[src/rtl/fetch_ctrl_if.sv]
// fetch_ctrl_if: instruction-memory, redirect and decode-handshake signals of fetch_ctrl
interface fetch_ctrl_if;
   logic [7:0]  imem_addr;
   logic [31:0] imem_rdata;
   logic        stall;
   logic        redirect_valid;
   logic [7:0]  redirect_pc;
   logic        dec_valid;
   logic        dec_ready;
   logic [31:0] dec_insn;
   logic [7:0]  dec_pc;
   logic [1:0]  buf_count;
   logic        halted;
   logic        misalign;
   modport master (
      output imem_addr,
      input  imem_rdata,
      input  stall,
      input  redirect_valid,
      input  redirect_pc,
      output dec_valid,
      input  dec_ready,
      output dec_insn,
      output dec_pc,
      output buf_count,
      output halted,
      output misalign
   );
   modport slave (
      input  imem_addr,
      output imem_rdata,
      output stall,
      output redirect_valid,
      output redirect_pc,
      input  dec_valid,
      output dec_ready,
      input  dec_insn,
      input  dec_pc,
      input  buf_count,
      input  halted,
      input  misalign
   );
endinterface

[src/rtl/fetch_ctrl.sv]
// fetch_ctrl: PC sequencer feeding a 2-entry decode buffer with redirect and halt; FETCH_HALT_EN enables halting on an all-zero word
module fetch_ctrl #(
   parameter logic [7:0] RESET_PC = 8'h00
) (
   input logic          clk,
   input logic          rst_n,
   fetch_ctrl_if.master bus
);
   typedef enum logic [1:0] {IDLE, RUN, HALT} state_t;
   state_t      state_q, state_d;
   logic [7:0]  pc_q, pc_d, pc0_q, pc0_d, pc1_q, pc1_d;
   logic [31:0] insn0_q, insn0_d, insn1_q, insn1_d;
   logic [1:0]  count_q, count_d;
   logic        valid_q, misalign_q, halted_q;
   logic        deq, fetch, zero_word, enq, to_tail;
   // Fetch/dequeue decisions, buffer movement and next PC/state; redirect overrides all of it
   always_comb begin
      state_d = state_q;
      pc_d    = pc_q;
      count_d = count_q;
      insn0_d = insn0_q;
      pc0_d   = pc0_q;
      insn1_d = insn1_q;
      pc1_d   = pc1_q;
      deq     = valid_q && bus.dec_ready;
      fetch   = state_q == RUN && !bus.stall && !bus.redirect_valid && (count_q != 2'd2 || deq);
`ifdef FETCH_HALT_EN
      zero_word = bus.imem_rdata == 32'h0;
`else
      zero_word = 1'b0;
`endif
      enq     = fetch && !zero_word;
      to_tail = count_q == 2'd2 || (count_q == 2'd1 && !deq);
      if (bus.redirect_valid) begin
         state_d = RUN;
         pc_d    = {bus.redirect_pc[7:2], 2'b00};
         count_d = 2'd0;
      end else begin
         if (state_q == IDLE) state_d = RUN;
         if (fetch && zero_word) state_d = HALT;
         if (deq && count_q == 2'd2) begin
            insn0_d = insn1_q;
            pc0_d   = pc1_q;
         end
         if (enq) begin
            pc_d = pc_q + 8'd4;
            if (to_tail) begin
               insn1_d = bus.imem_rdata;
               pc1_d   = pc_q;
            end else begin
               insn0_d = bus.imem_rdata;
               pc0_d   = pc_q;
            end
         end
         count_d = (enq && !deq) ? count_q + 2'd1 : (deq && !enq) ? count_q - 2'd1 : count_q;
      end
   end
   // State, PC and buffer registers; every output is taken straight from a register
   always_ff @(posedge clk) begin
      if (!rst_n) begin
         state_q    <= IDLE;
         pc_q       <= RESET_PC;
         count_q    <= 2'd0;
         insn0_q    <= 32'h0;
         pc0_q      <= 8'h0;
         insn1_q    <= 32'h0;
         pc1_q      <= 8'h0;
         valid_q    <= 1'b0;
         misalign_q <= 1'b0;
         halted_q   <= 1'b0;
      end else begin
         state_q    <= state_d;
         pc_q       <= pc_d;
         count_q    <= count_d;
         insn0_q    <= insn0_d;
         pc0_q      <= pc0_d;
         insn1_q    <= insn1_d;
         pc1_q      <= pc1_d;
         valid_q    <= count_d != 2'd0;
         misalign_q <= bus.redirect_valid && bus.redirect_pc[1:0] != 2'b00;
         halted_q   <= state_d == HALT;
      end
   end
   assign bus.imem_addr = pc_q;
   assign bus.dec_valid = valid_q;
   assign bus.dec_insn  = insn0_q;
   assign bus.dec_pc    = pc0_q;
   assign bus.buf_count = count_q;
   assign bus.halted    = halted_q;
   assign bus.misalign  = misalign_q;
endmodule

[src/flat_wrapper.sv]
// flat-port wrapper written by rule: the top's interface ports become plain ports
module fetch_ctrl_flat 
#(
   parameter logic [7:0] RESET_PC = 8'h00
)
  (clk, rst_n, bus_imem_addr, bus_imem_rdata, bus_stall, bus_redirect_valid, bus_redirect_pc, bus_dec_valid, bus_dec_ready, bus_dec_insn, bus_dec_pc, bus_buf_count, bus_halted, bus_misalign);
  fetch_ctrl_if bus_i ();
  input logic clk;
  input logic rst_n;
  output wire logic [$bits(bus_i.imem_addr)-1:0] bus_imem_addr;
  input wire logic [$bits(bus_i.imem_rdata)-1:0] bus_imem_rdata;
  input wire logic [$bits(bus_i.stall)-1:0] bus_stall;
  input wire logic [$bits(bus_i.redirect_valid)-1:0] bus_redirect_valid;
  input wire logic [$bits(bus_i.redirect_pc)-1:0] bus_redirect_pc;
  output wire logic [$bits(bus_i.dec_valid)-1:0] bus_dec_valid;
  input wire logic [$bits(bus_i.dec_ready)-1:0] bus_dec_ready;
  output wire logic [$bits(bus_i.dec_insn)-1:0] bus_dec_insn;
  output wire logic [$bits(bus_i.dec_pc)-1:0] bus_dec_pc;
  output wire logic [$bits(bus_i.buf_count)-1:0] bus_buf_count;
  output wire logic [$bits(bus_i.halted)-1:0] bus_halted;
  output wire logic [$bits(bus_i.misalign)-1:0] bus_misalign;
  assign bus_imem_addr = bus_i.imem_addr;
  assign bus_i.imem_rdata = bus_imem_rdata;
  assign bus_i.stall = bus_stall;
  assign bus_i.redirect_valid = bus_redirect_valid;
  assign bus_i.redirect_pc = bus_redirect_pc;
  assign bus_dec_valid = bus_i.dec_valid;
  assign bus_i.dec_ready = bus_dec_ready;
  assign bus_dec_insn = bus_i.dec_insn;
  assign bus_dec_pc = bus_i.dec_pc;
  assign bus_buf_count = bus_i.buf_count;
  assign bus_halted = bus_i.halted;
  assign bus_misalign = bus_i.misalign;
  fetch_ctrl #(.RESET_PC(RESET_PC)) u_core (.clk(clk), .rst_n(rst_n), .bus(bus_i));
endmodule
[config.mk]
export PLATFORM = sky130hd
export DESIGN_NAME = fetch_ctrl_flat
export DESIGN_NICKNAME = d
export VERILOG_FILES = /design/src/rtl/fetch_ctrl_if.sv /design/src/rtl/fetch_ctrl.sv /design/src/flat_wrapper.sv
export SDC_FILE = /design/constraint.sdc
export NUM_CORES = 1
export LEC_CHECK = 0
export CAP_MARGIN = 25
export CORE_MARGIN = 1.5
export CORE_UTILIZATION = 52
export DETAILED_ROUTE_END_ITERATION = 7
export PLACE_DENSITY = 0.9
export RECOVER_POWER = 100
export SLEW_MARGIN = 20
export SYNTH_ARGS = -nofsm -noshare
export SYNTH_HDL_FRONTEND = slang
export SYNTH_SLANG_ARGS = --single-unit
[constraint.sdc]
create_clock -name clk -period 3.2 [get_ports clk]
set_input_delay 0.48 -clock clk [delete_from_list [all_inputs] [get_ports clk]]
set_output_delay 0.48 -clock clk [all_outputs]
set_load 0.01 [all_outputs]
==> results of run 1 <==
==> per-layer routing <==
metal | global-route usage, % | part of all wire (%) | up-vias
met1 | 38.1 | 41 | 1789
li1 | - | - | 1730
met4 | 14.1 | 2.4 | 0
met5 | 0 | 0 | -
met3 | 4.71 | 8.7 | 25
met2 | 44.3 | 48 | 236
==> worst paths after layout <==
path,startpoint,to
setup / recovery,bus_redirect_valid,u_core.bus.dec_pc[2]
hold / removal,u_core.bus.dec_insn[14],u_core.bus.dec_insn[14]
setup reg to reg,u_core.bus.buf_count[0],u_core.insn1_q[28]
hold reg to reg,u_core.bus.dec_insn[14],u_core.bus.dec_insn[14]
==> metrics by stage <==
step / cell area [µm²] / total power, mW / setup WS [ns] / util [%]
after floorplan: 3780 / 1.34 / 1.25 / -
after global placement: 4770 / 1.49 / 0.591 / 69.1
after detailed placement: 4770 / 1.50 / 0.503 / 69.1
after CTS: 4980 / 2.30 / 0.781 / 72.2
after global routing: 4930 / 2.37 / 0.408 / 71.4
final: 4930 / 2.28 / 0.601 / 71.4
==> power by group <==
group / leakage (nW) / internal [mW] / switching (mW)
clock network: 0.106 / 0.407 / 0.409
logic: 0.971 / 0.132 / 0.151
registers: 0.737 / 1.16 / 0.0233
==> flip-flops by register name, summed over array words and instances (netlist names) <==
register	cells
u_core.bus.dec_valid	1
u_core.bus.misalign	1
u_core.pc1_q	6
u_core.insn1_q	32
u_core.state_q	2
u_core.bus.dec_insn	32
u_core.bus.halted	1
u_core.bus.dec_pc	8
u_core.bus.imem_addr	6
u_core.bus.buf_count	2
==> synthesized netlist by cell type, types with 2 or more instances <==
cell        n
o22ai_1    19
o21ai_0    60
a311oi_1    2
buf_4       2
o2bb2ai_1   8
ha_1        3
and2_1      3
a21o_1      2
inv_1       8
a22oi_1    18
buf_2       2
and3_1      6
nor3_1      8
clkbuf_1   33
a32oi_1     3
buf_6       2
dfxtp_1    91
a21oi_1    64
o2bb2ai_2  10
o31a_1      2
nor2_1      9
a21bo_2     2
nand2_1     4
buf_1       4
o21ai_1     5
nand3_1    40
==> logic make-up (layout without fill, tap and decap cells) <==
kind of cell    after synthesis  after routing  share of synthesized area [%]
other cells                   1              2                         0.0994
buf+inv                      51            134                           5.74
simple gates                 75             75                           11.0
mux                           1              1                          0.265
fa+ha+maj                     3              3                          0.995
flops                        91             91                           48.3
xor+xnor                      1              1                          0.232
compound gates              200            200                           33.4
==> final cells by class <==
cell class                 instances  share of cell area, %
sequential                        91                   36.9
multi-input combinational        282                   34.3
timing repair buffer             110                   21.4
clock buffer                      11                   3.07
tap                               96                   2.44
clock inverter                     5                   1.22
inverter                           8                  0.609
==> results.cfg, run 1 <==
[timing]
slew_violations = 0
period_minus_slack_ns = 2.60
timing.hold.ws_ns = 0.468
hold_viol = 0
finalSetupViolCount = 0
rsz0062_at_grt = no
finClkSkew_ns = 0.00897
relSlewSlack_pct = 40.7
tns_ns = 0
max_freq_mhz = 385
min_period_over_period_pct = 81.2
worst_pin_slew_ns = 0.882

[global_routing]
grt_first_pass_wirelength_mm = 17.3
grt_max_degree = 49
grtUsageTotal_pct = 28.4
antenna_found_initial = 0
grt_pass1_vias = 3520
gr-total-overflow = 0

[clock_network]
htreeDepth = 3
post_cts_resize_count = 0
root_buffer = clkbuf_8
clock_path_buffers = 2
clk_latency_ns = 0.36
cts_tree = done
cts_setup_buffers = 0
clock_sinks = 91
path_clk_slew_ns = 0.09
cts_buffers = 9
hold_buffers = 0

[logic_synthesis]
syn_avg_cell_area_um2 = 8.92
synthFlopType = dfxtp_1
netlist_area_um2 = 3770
ys_ff_latch = 91
synth_cell_types = 39
syn_inst = 423
yosysTopAreaCellShare_pct = 48.3
synth-seq-area-share_pct = 48.3
synthTopCellsByArea = dfxtp_1 48%, a21oi_1 8.5%, o21ai_0 8.0%, nand3_1 5.3%, o2bb2ai_2 4.0%
synth_edf_count = 0
synth_warnings = 0
yosysTopAreaCell = dfxtp_1
async_flop_share_pct = 0

[setup_path]
crit_slowest_cell = clkbuf_1
start_kind = input port
worstSetupPathDepth = 7
r2r_setup_slack_ns = 0.66
critical_path.cell_chain = clkdlybuf4s50_1 > nor4b_4 > buf_4 > o221a_1 > clkbuf_1 > o32ai_1 > nor3_1
reg2reg_depth = 8
path_class = in2reg
worst_ep_required_time_ns = 3.48
slowest_delay_ns = 0.67
path_max_fanout = 19
cp_num_buf_inv = 3
worstPathArrival_ns = 2.88
critPathTopFamily = buffers and inverters
end_kind = flip-flop

[worst_hold_path]
min_path_type = reg2reg
whs_path_depth = 1

[cells_and_area]
final_common_cell = dfxtp_1
num_antenna_cells = 0
area_growth_pct = 30.7
final_cells = 603
final-seq-area_um2 = 1820
drive_above_1_share_pct = 7.30
fillCellCount = 529
num-nets-final = 550
multiInputGateArea_um2 = 1690
final_cell_mix = 91 x dfxtp_1, 64 x a21oi_1, 59 x o21ai_0

[placement]
post-dp-hpwl_mm = 6.82
place_inst = 586
gp_routability_congestion = 0.868
port_buffers = 95

[route]
vias_per_cell = 6.27
routedWlPerCell_um = 17.7
drtIter0Drc = 414
drt.antenna.violating_nets = 0
drc = 0
drtPass1Iterations = 5
vias = 3780
routed_wl_mm = 10.7

[die]
die_area_um2 = 7780
dieWidth_um = 88.2
chipHeight_um = 88.2
coreArea_um2 = 6910
start_util_pct = 54.6
top_level_ports = 98
rows = 30

[power]
p_per_area_nw_per_um2 = 463
ir_drop_v = 0.000242
p_leak_nw = 1.81

[flow_run]
maxCapViolations = 0

[outcome]
status = finished, final reports clean
Note: power is estimated with default switching activity, not from simulation.
==> inputs of run 2 (changes only) <==
Settings changed: CORE_UTILIZATION 52 to 48, PLACE_DENSITY 0.9 to 0.85.
Clock period 3.2 ns to 2.5 ns, I/O delays scaled along.
==> run 2 against run 1 <==
Against the previous run: via count down 2.7%; power grew 28%; flip-flop and latch count is the same; hold slack worse by 0.0052 ns; critical path depth shrank 2; sequential power is 29% higher; clock power up 26%; final cell count grew 2.3%; die area grew 8.0%; register-to-register slack got worse by 0.29 ns; clock skew up 0.0032 ns.
==> results.cfg, run 2 (same netlist as run 1, synthesis figures left out) <==
[setup_path]
path_class = in2reg
reg2reg_from = u_core.bus.buf_count[1]
worst_ep_required_time_ns = 2.79
end_kind = flip-flop
start_kind = input port
path_max_fanout = 21
r2r_setup_slack_ns = 0.37
r2r_end = u_core.insn1_q[20]
reg2reg_depth = 8
worstPathArrival_ns = 2.51

[clock_network]
root_buffer = clkbuf_8
cts_tree = done
cts_buffers = 9
path_clk_slew_ns = 0.09
clock_path_buffers = 2
clock_sinks = 91
clk_latency_ns = 0.36
htreeDepth = 3
hold_buffers = 0
post_cts_resize_count = 0
cts_setup_buffers = 0

[route]
routed_wl_mm = 10.6
routedWlPerCell_um = 17.2
vias_per_cell = 5.96
drt.antenna.violating_nets = 0
drtIter0Drc = 261
drtPass1Iterations = 5
vias = 3678
drc = 0

[timing]
finClkSkew_ns = 0.0122
rsz0062_at_grt = no
tns_ns = 0
worst_slack_ns = 0.275
min_period_over_period_pct = 89.0
hold_viol = 0
max_freq_mhz = 449
slew_violations = 0
worst_pin_slew_ns = 0.999
relSlewSlack_pct = 33.4
period_minus_slack_ns = 2.22
finalSetupViolCount = 0

[global_routing]
grt_first_pass_wirelength_mm = 17.2
grtUsageTotal_pct = 25.6
grt_max_degree = 47
antenna_found_initial = 0
gr-total-overflow = 0
grt_pass1_vias = 3394

[placement]
gp_routability_congestion = 0.822
dpl_worst_slack_ns = 0.0222
post-dp-hpwl_mm = 6.87
port_buffers = 95

[power]
p_per_area_nw_per_um2 = 582
p_leak_nw = 1.85
ir_drop_v = 0.000315

[cells_and_area]
final_cell_mix = 91 x dfxtp_1, 64 x a21oi_1, 60 x o21ai_0
num-nets-final = 557
drive_above_1_share_pct = 7.98
final_common_cell = dfxtp_1
area_growth_pct = 32.7

[worst_hold_path]
worstHoldStart = u_core.bus.dec_pc[1]
whs_path_depth = 1
holdPathEnd = u_core.bus.dec_pc[1]
min_path_type = reg2reg

[die]
rows = 32
coreArea_um2 = 7690
top_level_ports = 98
die_area_um2 = 8400
chipHeight_um = 91.7
start_util_pct = 49.1
dieWidth_um = 91.7

[outcome]
status = finished, final reports clean

[flow_run]
maxCapViolations = 0
==> run 2: final cells by class <==
| class | instances | area (µm²) |
|---|---|---|
| clock inverters | 3 | 46.3 |
| multi-input cells | 282 | 1710 |
| repair buffers | 117 | 1110 |
| clock buffers | 13 | 159 |
| fillers | 661 | 2680 |
| flip-flops and latches | 91 | 1820 |
| diodes | 1 | 2.50 |
| inverters | 8 | 30.0 |
| well taps | 102 | 128 |
==> run 2: report_power, final <==
group	total, mW	switching, mW	leakage [nW]	internal [mW]
clock network	1.03	0.509	0.0999	0.520
logic	0.367	0.193	1.01	0.174
registers	1.52	0.0298	0.737	1.49
total	2.91	0.732	1.85	2.18
==> run 2: through the flow <==
step                area (µm²)  instances  power [mW]  utilization (%)  hold slack, ns
global placement          4830        598        1.92             62.9           0.456
detailed placement        4830        598        1.93             62.9           0.449
finish                    5010        617        2.91             65.1           0.462
floorplan                 3780        424        1.72                -           0.437
global route              5000        616        3.02             65.1           0.486
CTS                       5040        614        2.94             65.5           0.470
==> run 2: worst max-delay path by stage <==
stage	from	to
2_1_floorplan	u_core.bus.buf_count[0]	u_core.pc1_q[5]
3_3_place_gp	bus_redirect_valid	u_core.bus.dec_pc[0]
3_5_place_dp	bus_redirect_valid	u_core.bus.dec_pc[0]
4_1_cts	u_core.bus.buf_count[1]	u_core.bus.dec_pc[0]
5_1_grt	rst_n	u_core.bus.dec_insn[19]
6_report	rst_n	u_core.bus.dec_insn[19]
==> run 2: worst max-delay path, stage by stage <==
cell and delay, ns:
clkdlybuf4s50_1 0.51, clkbuf_1 0.66, nand2_1 0.48, clkbuf_2 0.30, o2bb2ai_1 0.18
==> run 2: metal layers <==
metal | wire [µm] | vias up | global-route usage [%]
li1 | - | 1748 | -
met1 | 4620 | 1758 | 33.7
met2 | 5180 | 157 | 42.5
met3 | 645 | 15 | 3.48
met4 | 155 | 0 | 10.0
met5 | 0 | - | 0
==> inputs of run 3 (changes only) <==
Settings changed: GPL_ROUTABILITY_DRIVEN set to 0, SKIP_LAST_GASP set to 1.
==> run 3 against run 2 <==
Against the previous run: routed wire length is 0.96% higher; combinational power about the same; die area is the same; clock-buffer cell count is 3 lower; critical endpoint is now u_core.bus.dec_insn[16].
==> results.cfg, run 3 (same netlist as run 1, synthesis figures left out) <==
[timing]
max_freq_mhz = 438
finClkSkew_ns = 0.00961
tns_ns = 0
relSlewSlack_pct = 31.8
worst_pin_slew_ns = 1.02
rsz0062_at_grt = no
period_minus_slack_ns = 2.29
worst_slack_ns = 0.215
slew_violations = 0
finalSetupViolCount = 0
min_period_over_period_pct = 91.4
hold_viol = 0
timing.hold.ws_ns = 0.465

[clock_network]
clk_latency_ns = 0.36
clock_path_buffers = 2
post_cts_resize_count = 0
clock_sinks = 91
htreeDepth = 3
cts_tree = done
hold_buffers = 0
path_clk_slew_ns = 0.09
cts_buffers = 9
root_buffer = clkbuf_8
cts_setup_buffers = 0

[route]
vias = 3725
drt.antenna.violating_nets = 0
drc = 0
routed_wl_mm = 10.7
drtPass1Iterations = 4
vias_per_cell = 6.07
routedWlPerCell_um = 17.4
drtIter0Drc = 289

[setup_path]
startpoint = bus_redirect_valid
r2r_end = u_core.bus.imem_addr[5]
worstPathArrival_ns = 2.57
r2r_setup_slack_ns = 0.33
critical_path.cell_chain = dlygate4sd3_1 > or4b_4 > nor3b_1 > buf_4 > a22oi_1 > o2bb2ai_1
path_class = in2reg
path_max_fanout = 18
start_kind = input port
worst_ep_required_time_ns = 2.78
slowest_delay_ns = 0.70
reg2reg_from = u_core.bus.buf_count[1]
reg2reg_depth = 6
crit_slowest_cell = or4b_4
end_kind = flip-flop

[outcome]
status = finished, final reports clean

[global_routing]
grt_first_pass_wirelength_mm = 17.8
gr-total-overflow = 0
antenna_found_initial = 0
grt_max_degree = 47
grtUsageTotal_pct = 26.3
grt_pass1_vias = 3674

[cells_and_area]
drive_above_1_share_pct = 8.20
num-nets-final = 555
final_common_cell = dfxtp_1
multiInputGateArea_um2 = 1700
fillCellCount = 639
final_cells = 614
num_antenna_cells = 0
area_growth_pct = 32.7
final_cell_mix = 91 x dfxtp_1, 64 x a21oi_1, 59 x o21ai_0
final-seq-area_um2 = 1820

[die]
dieWidth_um = 91.7
coreArea_um2 = 7690
die_area_um2 = 8400
top_level_ports = 98
chipHeight_um = 91.7
rows = 32
start_util_pct = 49.1

[worst_hold_path]
worstHoldStart = u_core.bus.dec_pc[1]
whs_path_depth = 1
min_path_type = reg2reg
holdPathEnd = u_core.bus.dec_pc[1]

[flow_run]
maxCapViolations = 0

[placement]
dpl_worst_slack_ns = -0.0126
place_inst = 597
port_buffers = 95
post-dp-hpwl_mm = 7.06

[power]
p_per_area_nw_per_um2 = 598
ir_drop_v = 0.000352
p_leak_nw = 1.85
==> run 3: per-stage QoR <==
stage	utilization (%)	total power [mW]	instance area, µm²
2_1_floorplan	-	1.72	3780
3_3_place_gp	62.9	1.92	4840
3_5_place_dp	62.9	1.93	4840
4_1_cts	65.9	3.03	5060
5_1_grt	65.2	3.10	5010
6_report	65.2	3.00	5010
==> run 3: area by class of cell <==
| type | instances | share of cell area (%) |
|---|---|---|
| clock buffers | 10 | 2.75 |
| clock inverters | 6 | 1.77 |
| inverters | 8 | 0.600 |
| multi-input cells | 282 | 33.9 |
| flip-flops and latches | 91 | 36.4 |
| well taps | 102 | 2.55 |
| repair buffers | 115 | 22.1 |
==> run 3: worst max path at each step <==
stage | to | slack, ns
floorplan | u_core.pc1_q[5] | 0.55
global placement | u_core.bus.dec_pc[0] | 0.03
detailed placement | u_core.bus.dec_pc[0] | -0.01
CTS | u_core.bus.dec_pc[0] | 0.25
global route | u_core.bus.dec_insn[11] | 0.12
finish | u_core.bus.dec_insn[16] | 0.21
==> run 3: where the power goes <==
group / internal (mW) / total [mW] / switching (mW)
Clock: 0.590 / 1.11 / 0.523
Sequential: 1.49 / 1.52 / 0.0297
Combinational: 0.173 / 0.367 / 0.194
Total: 2.25 / 3.00 / 0.746
==> run 3: worst max-delay path: cells and delay by family <==
kind                   cells  cell delay [ns]
AND/OR/NAND/NOR            2             0.95
buffers and inverters      2             0.94
AO/OA/AOI/OAI              2             0.30
==> run 3: routing by layer <==
metal | part of all wire [%] | routed length, µm | vias up | global-route usage, %
li1 | - | - | 1746 | -
met1 | 42 | 4490 | 1793 | 33.6
met2 | 49 | 5210 | 162 | 43.4
met3 | 6.7 | 714 | 24 | 4.31
met4 | 2.7 | 289 | 0 | 12.1
met5 | 0 | 0 | - | 0
